**config.mk**
```make
export PLATFORM = sky130hd
export DESIGN_NAME = load_scoreboard
export DESIGN_NICKNAME = d
export VERILOG_FILES = /design/src/rtl/load_scoreboard.sv
export SDC_FILE = /design/constraint.sdc
export NUM_CORES = 1
export LEC_CHECK = 0
export ABC_AREA = 1
export CORE_UTILIZATION = 45
export DETAILED_ROUTE_END_ITERATION = 10
export GPL_ROUTABILITY_DRIVEN = 1
export SYNTH_ARGS = -nofsm -noshare
export SYNTH_HDL_FRONTEND = slang
export SYNTH_SLANG_ARGS = --single-unit
```
**constraint.sdc**
```tcl
create_clock -name clk -period 4.3 [get_ports clk]
set_input_delay 0.43 -clock clk [delete_from_list [all_inputs] [get_ports clk]]
set_output_delay 0.43 -clock clk [all_outputs]
set_load 0.01 [all_outputs]
```
**src/rtl/load_scoreboard.sv**
```systemverilog
//------------------------------------------------------------------------------
// load_scoreboard : per-register load-use hazard tracker with an in-order
//                   outstanding-load queue. Optional: SCOREBOARD_BYPASS_EN.
// Revision: 1.0
//------------------------------------------------------------------------------
`default_nettype none

module load_scoreboard #(
  parameter int REG_NUM         = 32,
  parameter int REG_ADDR_W      = 5,
  parameter int MAX_OUTSTANDING = 4,
  parameter int CNT_W           = 3
) (
  input  logic                  clk,
  input  logic                  rst,
  input  logic [REG_ADDR_W-1:0] id_rs1,
  input  logic [REG_ADDR_W-1:0] id_rs2,
  input  logic                  id_rs1_used,
  input  logic                  id_rs2_used,
  input  logic                  issue_en,
  input  logic [REG_ADDR_W-1:0] issue_rd,
  input  logic                  complete_en,
  input  logic [REG_ADDR_W-1:0] complete_rd,
  output logic                  pause,
  output logic                  full,
  output logic [CNT_W-1:0]      outstanding,
  output logic                  err
);

  localparam int PTR_W = $clog2(MAX_OUTSTANDING);

  logic [REG_ADDR_W-1:0] fifo [MAX_OUTSTANDING];
  logic [PTR_W-1:0]      rd_ptr;
  logic [PTR_W-1:0]      wr_ptr;
  logic [CNT_W-1:0]      cnt [REG_NUM];

  logic                  empty;
  logic                  do_push;
  logic                  do_pop;
  logic                  err_set;
  logic [REG_ADDR_W-1:0] head;
  logic                  byp1;
  logic                  byp2;
  logic                  hz1;
  logic                  hz2;

  assign head    = fifo[rd_ptr];
  assign full    = (outstanding == CNT_W'(MAX_OUTSTANDING));
  assign empty   = (outstanding == '0);
  assign do_pop  = complete_en && !empty;
  // A completion in the same cycle frees the slot the new load needs.
  assign do_push = issue_en && (!full || complete_en);
  assign err_set = (issue_en && full && !complete_en)
                 || (complete_en && empty)
                 || (do_pop && (complete_rd != head));

`ifdef SCOREBOARD_BYPASS_EN
  // The last pending write-back of a source is forwarded, so no stall is needed.
  assign byp1 = do_pop && (complete_rd == id_rs1) && (complete_rd == head)
             && (cnt[id_rs1] == CNT_W'(1));
  assign byp2 = do_pop && (complete_rd == id_rs2) && (complete_rd == head)
             && (cnt[id_rs2] == CNT_W'(1));
`else
  assign byp1 = 1'b0;
  assign byp2 = 1'b0;
`endif

  assign hz1   = id_rs1_used && (id_rs1 != '0) && (cnt[id_rs1] != '0) && !byp1;
  assign hz2   = id_rs2_used && (id_rs2 != '0) && (cnt[id_rs2] != '0) && !byp2;
  assign pause = hz1 || hz2 || (issue_en && full && !complete_en);

  // Queue storage needs no reset: only slots between the pointers are ever read.
  always_ff @(posedge clk) begin
    if (do_push) begin
      fifo[wr_ptr] <= issue_rd;
    end
  end

  always_ff @(posedge clk) begin
    if (rst) begin
      rd_ptr      <= '0;
      wr_ptr      <= '0;
      outstanding <= '0;
      err         <= 1'b0;
      for (int r = 0; r < REG_NUM; r++) begin
        cnt[r] <= '0;
      end
    end else begin
      if (do_push) begin
        wr_ptr <= wr_ptr + 1'b1;
      end
      if (do_pop) begin
        rd_ptr <= rd_ptr + 1'b1;
      end
      case ({do_push, do_pop})
        2'b10:   outstanding <= outstanding + 1'b1;
        2'b01:   outstanding <= outstanding - 1'b1;
        default: outstanding <= outstanding;
      endcase
      // Register 0 never becomes pending, so its counter is left at zero.
      for (int r = 1; r < REG_NUM; r++) begin
        if ((do_push && (issue_rd == REG_ADDR_W'(r)))
            && !(do_pop && (head == REG_ADDR_W'(r)))) begin
          cnt[r] <= cnt[r] + 1'b1;
        end else if ((do_pop && (head == REG_ADDR_W'(r)))
            && !(do_push && (issue_rd == REG_ADDR_W'(r)))) begin
          cnt[r] <= cnt[r] - 1'b1;
        end
      end
      if (err_set) begin
        err <= 1'b1;
      end
    end
  end

endmodule

`default_nettype wire

```
==> results by stage, run 1 <==
Logic synthesis:
- The synthesized netlist devotes 7.891% of its cell area to adder and majority cells.
- By area, the combinational part of the netlist is dominated by simple AND/OR/NAND/NOR gates.
- After synthesis the cells add up to 8975 um2.
- The post-synthesis cell count is 1143.
- sky130_fd_sc_hd__nand2_1 is the most common cell in the netlist.
- The number of unique standard cell types used by synthesis is 41.
- After synthesis, the most frequently instantiated cells are sky130_fd_sc_hd__nand2_1 (293), sky130_fd_sc_hd__nor2_1 (153), sky130_fd_sc_hd__nand3_1 (133).
- The synthesized netlist devotes 4.740% of its cell area to compound gates.
- The synthesized netlist devotes 33.65% of its cell area to simple gates.
- The dominant register cell in the synthesized netlist is sky130_fd_sc_hd__edfxtp_1.
- The post-synthesis share of cell area spent on xor and xnor gates is 5.075%.
- Sorting the synthesized cells by area gives the leading types as sky130_fd_sc_hd__edfxtp_1 (38%), sky130_fd_sc_hd__nand2_1 (12%), sky130_fd_sc_hd__nand3_1 (7.4%).
- Multiplexer cells account for 0% of the synthesized area.
- In this run, synthesis inferred 113 flip-flops with an integrated enable.
- The number of nets handed over by synthesis was 1207.
- The cell accounting for the most synthesized area is sky130_fd_sc_hd__edfxtp_1.
- The synthesized design contains 123 register bits.
- The register area share after synthesis is 40.04%.
- In this run the biggest area consumer among cell types represents 37.81% of the synthesized area.
- The post-synthesis area per instance is 7.852 um2.
- For this run, asynchronously set or reset flops after synthesis account for 0%.
- For this run, the number of Yosys warnings is 0.

Route:
- Summing over every cut layer, the via total after detailed routing is 7480.
- The DRC violations left is 0.
- The total iterations of the first detailed-routing run is 5.
- In this run, the number of DRC markers left after iteration 0 of detailed routing was 560.
- Using the TritonRoute via totals, the vias-per-cell ratio works out to 5.205.
- Once detail routing completed, the nets flagged for antenna violations numbered 0.
- The detail-routed net length per standard cell is 15.98 um.
- After detailed routing, the total wire length is 22970 um.

Clock network:
- The depth of the CTS H-tree is 4.
- CTS saw 123 sinks.
- The insertion delay of the later-clocked pin in the worst-skew pair is 0.43 ns.
- The maximum count of clock buffers along a single path is 2.
- The clock transition time at the flip-flop clock pins of the worst setup and hold paths is 0.06 ns.
- TritonCTS built the clock tree.
- The number of buffers inserted to repair setup after CTS is 0.
- The root buffer cell chosen for the clock tree is sky130_fd_sc_hd__clkbuf_16.
- In this run, CTS created clock tree buffers numbering 17.
- The hold-fix buffer count after cts is 0.
- Post-CTS repair changed the size of 0 cells.

Critical path:
- At the worst endpoint, the arrival time is 3.14 ns.
- The worst register-to-register path has a setup slack of 1.36 ns.
- The origin of the worst setup path is id_rs2[0].
- The worst setup path is launched from a primary input.
- For the worst setup path, the data required time is 3.87 ns.
- The largest fanout on the critical path is 11.
- The critical path's slowest cell is sky130_fd_sc_hd__clkdlybuf4s50_1.
- The type of the worst setup path is in -> out.
- The worst path buffer plus inverter count is 3.
- The signal on the critical path passes through clkdlybuf4s50_1 > buf_4 > nor2_1 > o21ai_0 > nand2_1 > nor2_1 > nand3_1 > nand3_1 > nand3_1 > nand3_1 > nand3_1 > clkdlybuf4s50_1.
- The largest stage delay on the critical path is 0.60 ns.
- The family with the most delay on the worst path is buffers and inverters.
- The nature of the critical path endpoint is an output pin.
- The cell repeated most along the worst path is sky130_fd_sc_hd__nand3_1.
- The terminus of the critical flop-to-flop path is cnt[6][2].
- The worst-case reg-to-reg path depth is 12.

Global route:
- Global routing consumed, over all layers together, 23.80% of the routing resources.
- Entering global routing, the biggest net connects 52 pins.
- The global-route wire length before repair is 36500 um.
- The number of global-route vias before repair is 6915.
- The initial antenna violation count is 0.
- The global route total overflow is 0.

Timing:
- At the pin with the least slew margin, the transition time is 0.8185 ns.
- The remaining max-slew budget at the tightest pin is 45.37%.
- The maximum frequency from static timing analysis is 279.9 MHz.
- For the final database, setup skew stands at 0.006956 ns.
- The number of pins with negative max-slew slack in the final report came to 0.
- The final setup violation count is 0.
- The final number of hold-violating endpoints came to 0.
- In the final timing run, aggregate negative setup slack is 0 ns.
- After layout, the worst path uses 83.08% of the clock period.
- The worst hold slack is 0.4746 ns.
- The shortest period the worst path allows is 3.572 ns.
- Setup repair after global routing left no endpoint under its margin.

Power:
- For this design the static power due to leakage is 4.280 nW.
- The total power per unit cell area is 414.4 nW/um2.
- The largest voltage drop on the vdd net is 0.2906 mV.

Worst hold path:
- The path with the worst hold slack has its endpoint at rd_ptr[1].
- The worst hold path was traced through 2 stages.
- The path category of the worst min-delay check is reg -> reg.
- The startpoint identified for the worst hold timing path is rd_ptr[1].

Placed design:
- Port buffering added 31 buffers.
- The placed wire-length estimate after detailed placement is 17200 um.
- The placer's final routability congestion estimate is 0.9040.

Run status:
- The flow ran to the end, and the final reports show no timing, DRC or antenna violations.

Floorplan:
- The core region area is 19530 um2.
- The number of primary I/O pins is 32.
- Measured along the x axis, the die boundary spans 143.2 um.
- Once the floorplan was initialized, standard cells occupied 45.96% of the core.
- The floorplan has 51 rows.
- The floorplan step defined a die boundary enclosing 20510 um2.
- The y dimension of the die is 143.2 um.

Final layout:
- The antenna diode count is 0.
- The post-route netlist has 8.874% of its cells at a drive strength greater than 1.
- The final layout net count is 1223.
- The layout overhead on the synthesized area is 12.92%.
- The utilization after layout is 51.90%.

Job:
- Max-cap violations in this run came to 0.
-- area by class of cell --
cell class,instances,area [um2]
flip-flops and latches,123,3593
well taps,265,331.6
clock inverters,14,219.0
clock buffers,18,429.2
repair buffers,40,390.4
multi-input cells,829,4612
inverters,148,559.3
fillers,1943,9392
-- layer usage --
| metal | vias to the layer above | GRT usage, % | part of all wire (%) |
|---|---|---|---|
| met1 | 3508 | 32.51 | 46 |
| li1 | 3727 | - | - |
| met3 | 33 | 3.689 | 6.1 |
| met5 | - | 0 | 0 |
| met4 | 0 | 9.015 | 2.5 |
| met2 | 212 | 38.00 | 45 |
-- worst max path at each step --
stage / slack [ns] / depth (start not counted) / end
CTS: 0.76 / 12 / pause
finish: 0.73 / 12 / pause
floorplan: 1.78 / 10 / cnt[8][2]
global route: 0.53 / 12 / pause
global placement: 0.81 / 12 / pause
detailed placement: 0.77 / 12 / pause
-- worst min-delay path, cell delays in order, from the launching register on --
cell and delay (ns):
sky130_fd_sc_hd__dfxtp_1 0.29, sky130_fd_sc_hd__inv_1 0.05, sky130_fd_sc_hd__a21oi_1 0.07
-- stage by stage --
step	cell area (um2)	worst slack [ns]	total power, mW	instances
final	10130	0.7277	4.199	1437
after detailed placement	9487	0.7705	2.623	1405
after global placement	9487	0.8109	2.611	1405
after floorplan	8975	1.784	2.333	1143
after CTS	10130	0.7592	4.217	1437
after global routing	10130	0.5257	4.396	1437
-- state kept, by name, indices dropped and copies added (netlist names), named ones only --
register and count:
rd_ptr 2, err 1, cnt 93, wr_ptr 2, outstanding 3, fifo 20
-- power breakdown --
| part | switching [mW] | internal (mW) | total, mW |
|---|---|---|---|
| Combinational | 0.770 | 0.325 | 1.10 |
| Clock | 0.563 | 1.03 | 1.59 |
| Sequential | 0.0864 | 1.42 | 1.51 |
-- cells by family after synthesis --
group | count (synthesis)
AO/OA/AOI/OAI | 80
XOR/XNOR | 52
adder cells (fa/ha/maj) | 38
buffers and inverters | 191
flip-flops | 123
AND/OR/NAND/NOR | 659
-- cells in the final DEF (no fill, tap or decap), types with 29 or more instances in the layout --
| master | instances |
|---|---|
| sky130_fd_sc_hd__clkdlybuf4s50_1 | 31 |
| sky130_fd_sc_hd__nor2_1 | 152 |
| sky130_fd_sc_hd__nand2_1 | 293 |
| sky130_fd_sc_hd__inv_1 | 131 |
| sky130_fd_sc_hd__a21oi_1 | 32 |
| sky130_fd_sc_hd__fa_1 | 31 |
| sky130_fd_sc_hd__edfxtp_1 | 113 |
| sky130_fd_sc_hd__o21ai_0 | 33 |
| sky130_fd_sc_hd__nand4_1 | 29 |
| sky130_fd_sc_hd__xor2_1 | 50 |
| sky130_fd_sc_hd__nand3_1 | 133 |
Power figures use the tool's default switching activity.
==> run 2, diff against run 1 <==
==> constraint.sdc (replaced) <==
create_clock -name clk -period 2.93 [get_ports clk]
set_input_delay 0.293 -clock clk [delete_from_list [all_inputs] [get_ports clk]]
set_output_delay 0.293 -clock clk [all_outputs]
set_load 0.01 [all_outputs]
==> results by stage, run 2 (synthesized netlist as in run 1, its figures left out) <==
Timing:
- Between clock sinks in the finished design, the worst skew comes to 0.007593 ns.
- Setup total negative slack on the finished layout was measured at 0 ns.
- The number of pins with negative max-slew slack in the final report is 0.
- Static timing analysis puts the maximum clock frequency at 362.1 MHz.
- The final number of hold-violating endpoints is 0.
- Setup repair after global routing left no endpoint under its margin.
- For the pin with the worst max-slew slack, the measured transition is 0.4774 ns.
- The post-route fraction of the period consumed by the critical path is 94.25%.
- In this run the tightest slew margin relative to its limit is 68.06%.
- The shortest period the worst path allows is 2.761 ns.
- The final setup violation count is 0.

Placed design:
- The placer's final routability congestion estimate is 0.9747.
- Detailed placement finished with a half-perimeter wire length of 18220 um.
- The count of port buffers added during placement is 31.

Power:
- The part of the power in the clock network is 33.3%.
- The part of the power in combinational logic is 29.8%.
- The share of total power dissipated in sequential elements is 36.9%.
- For this design the static power due to leakage is 4.499 nW.
- The design internal power is 3.910 mW.
- The net switching fraction of the power is 34.94%.
- The switching power is 2.100 mW.
- The worst-case IR drop observed on VDD is 0.4484 mV.
- The total power per unit cell area is 573.7 nW/um2.
- Summing internal, switching and leakage power gives 6.010 mW.

Route:
- The sum of routed wire length over all layers is 23730 um.
- Across all layers, the routed design uses 7706 vias.
- In the final routed layout, each cell accounts on average for 16.06 um.
- For this run, design rule violations remaining after detail routing come to 0.
- The total iterations of the first detailed-routing run is 6.
- The first routing iteration left 470 violations.
- The detailed-route vias per instance is 5.217.
- The detail route stage leaves a number of antenna-violating nets equal to 0.

Final layout:
- The repair_antennas step left the layout with diodes totalling 0.
- The area of the multi-input gates is 4612 um2.
- In the layout the commonest cells are sky130_fd_sc_hd__nand2_1 (293), sky130_fd_sc_hd__nor2_1 (152), sky130_fd_sc_hd__nand3_1 (133).
- The final layout net count is 1263.
- The commonest non-fill, non-tap cell in the layout is sky130_fd_sc_hd__nand2_1.
- The largest registers in the layout are cnt: 93 flops, fifo: 20 flops, outstanding: 3 flops.
- Counting flops per register, the top entry is cnt.
- The register area is 3595 um2.
- The fraction of final layout cells with drive strength greater than 1 is 11.96%.
- The flip-flop count of the largest register, all copies and words added is 93.
- The layout has 1924 filler cells.
- The layout overhead on the synthesized area is 16.71%.

Critical path:
- The register-to-register setup slack is 0.30 ns.
- In this run the worst path has a maximum fanout of 14.
- STA classifies the critical path startpoint as a primary input.
- In this run the critical register-to-register path is captured at cnt[30][2].
- The worst-case reg-to-reg path depth is 13.
- The origin of the worst setup path is id_rs2[0].
- The type of the worst setup path is in -> out.
- The destination of the critical timing path is pause.
- The nature of the critical path endpoint is an output pin.
- At the worst endpoint, the required time is 2.64 ns.
- Data on the critical path arrives at its endpoint at 2.47 ns.

Clock network:
- The depth of the CTS H-tree is 4.
- The insertion delay of the later-clocked pin in the worst-skew pair is 0.42 ns.
- The number of sinks on the clock net is 123.
- The CTS tree is yes.
- The number of clock buffers inserted by TritonCTS is 17.
- The clock transition time at the flip-flop clock pins of the worst setup and hold paths is 0.06 ns.
- The root buffer selected by CTS is sky130_fd_sc_hd__clkbuf_16.
- The maximum count of clock buffers along a single path is 2.

Global route:
- Entering global routing, the biggest net connects 37 pins.
- The first global-routing pass estimated 38540 um of wire.
- Global routing finished with a remaining overflow of 0.
- The number of global-route vias before repair is 7391.
- The initial antenna violation count is 0.
- The aggregate global-route resource usage is 25.24%.

Run status:
- The flow ran to the end, and the final reports show no timing, DRC or antenna violations.

Worst hold path:
- Counting instances, the worst hold path has a depth of 1.
- The path class of the tightest hold or removal check is reg -> reg.

Floorplan:
- The die boundary width is 143.2 um.
- The total die area is 20510 um2.
- For this design the top-level I/O count stands at 32.
- Once the floorplan was initialized, standard cells occupied 45.96% of the core.
- The y dimension of the die is 143.2 um.
- After floorplanning, the core was sized to cover 19530 um2.
- The number of cell rows is 51.

Job:
- The tool flagged a number of max-cap violations equal to 0.
run 2: cell types whose count changed in the layout (fill, tap and decap cells not counted), sizes merged:
cell / before / now
bufinv: 5 / 1
dlymetal6s2s: 0 / 1
clkbuf: 18 / 21
buf: 9 / 49
clkdlybuf4s50: 31 / 30
inv: 146 / 147
clkinvlp: 2 / 3
clkinv: 9 / 8
run 2: worst min-delay path by stage:
stage | from | slack (ns) | to
floorplan | issue_rd[0] | 0.39 | fifo[0][0]
global placement | rd_ptr[0] | 0.46 | rd_ptr[0]
detailed placement | rd_ptr[0] | 0.46 | register
CTS | rd_ptr[1] | 0.48 | register
global route | rd_ptr[0] | 0.51 | rd_ptr[0]
finish | rd_ptr[0] | 0.48 | register
run 2: stage by stage:
| step | area (um2) | worst slack, ns | hold WS [ns] | util, % | cells |
|---|---|---|---|---|---|
| 2_1_floorplan | 8975 | 0.5453 | 0.3919 | - | 1143 |
| 3_3_place_gp | 9912 | 0.05310 | 0.4583 | 50.76 | 1445 |
| 3_5_place_dp | 9912 | 0.09221 | 0.4619 | 50.76 | 1445 |
| 4_1_cts | 10470 | 0.07440 | 0.4755 | 53.61 | 1477 |
| 5_1_grt | 10480 | 0.009049 | 0.5105 | 53.65 | 1477 |
| 6_report | 10480 | 0.1685 | 0.4758 | 53.65 | 1477 |
run 2: what timing repair did:
action                                  4_1_cts  5_1_grt
hold buffers                                  0        0
setup buffers                                 0        0
endpoints found under the setup margin        0        2
resized for setup                             0        5
run 2: worst max-delay path, cell delays in order:
cell and delay (ns):
sky130_fd_sc_hd__clkdlybuf4s50_1 0.57, sky130_fd_sc_hd__buf_6 0.20, sky130_fd_sc_hd__nand2_1 0.13, sky130_fd_sc_hd__a21oi_1 0.22, sky130_fd_sc_hd__nor2_1 0.07, sky130_fd_sc_hd__nand3_1 0.07
sky130_fd_sc_hd__nand3_1 0.06, sky130_fd_sc_hd__nand3_1 0.09, sky130_fd_sc_hd__nand3_1 0.08, sky130_fd_sc_hd__nand3_1 0.12, sky130_fd_sc_hd__clkdlybuf4s50_1 0.56
run 2: layout make-up:
| class | instances | share of cell area, % |
|---|---|---|
| clock inverters | 11 | 0.9078 |
| flip-flops and latches | 123 | 34.32 |
| repair buffers | 80 | 7.848 |
| clock buffers | 21 | 4.396 |
| well taps | 265 | 3.165 |
| multi-input cells | 829 | 44.03 |
| inverters | 148 | 5.339 |
run 2: routing by layer:
layer	part of all wire, %	up-vias	track usage (%)
li1	-	3817	-
met1	45	3621	33.61
met2	46	224	40.13
met3	6.2	44	5.131
met4	2.8	0	10.13
met5	0	-	0
run 2: power groups by stage:
stage	Clock [mW]	Combinational [mW]	Sequential (mW)
finish	2.00	1.79	2.22
global route	2.11	1.97	2.24
CTS	2.03	1.79	2.22
detailed placement	0	1.77	2.25
global placement	0	1.75	2.25
floorplan	0	1.21	2.22
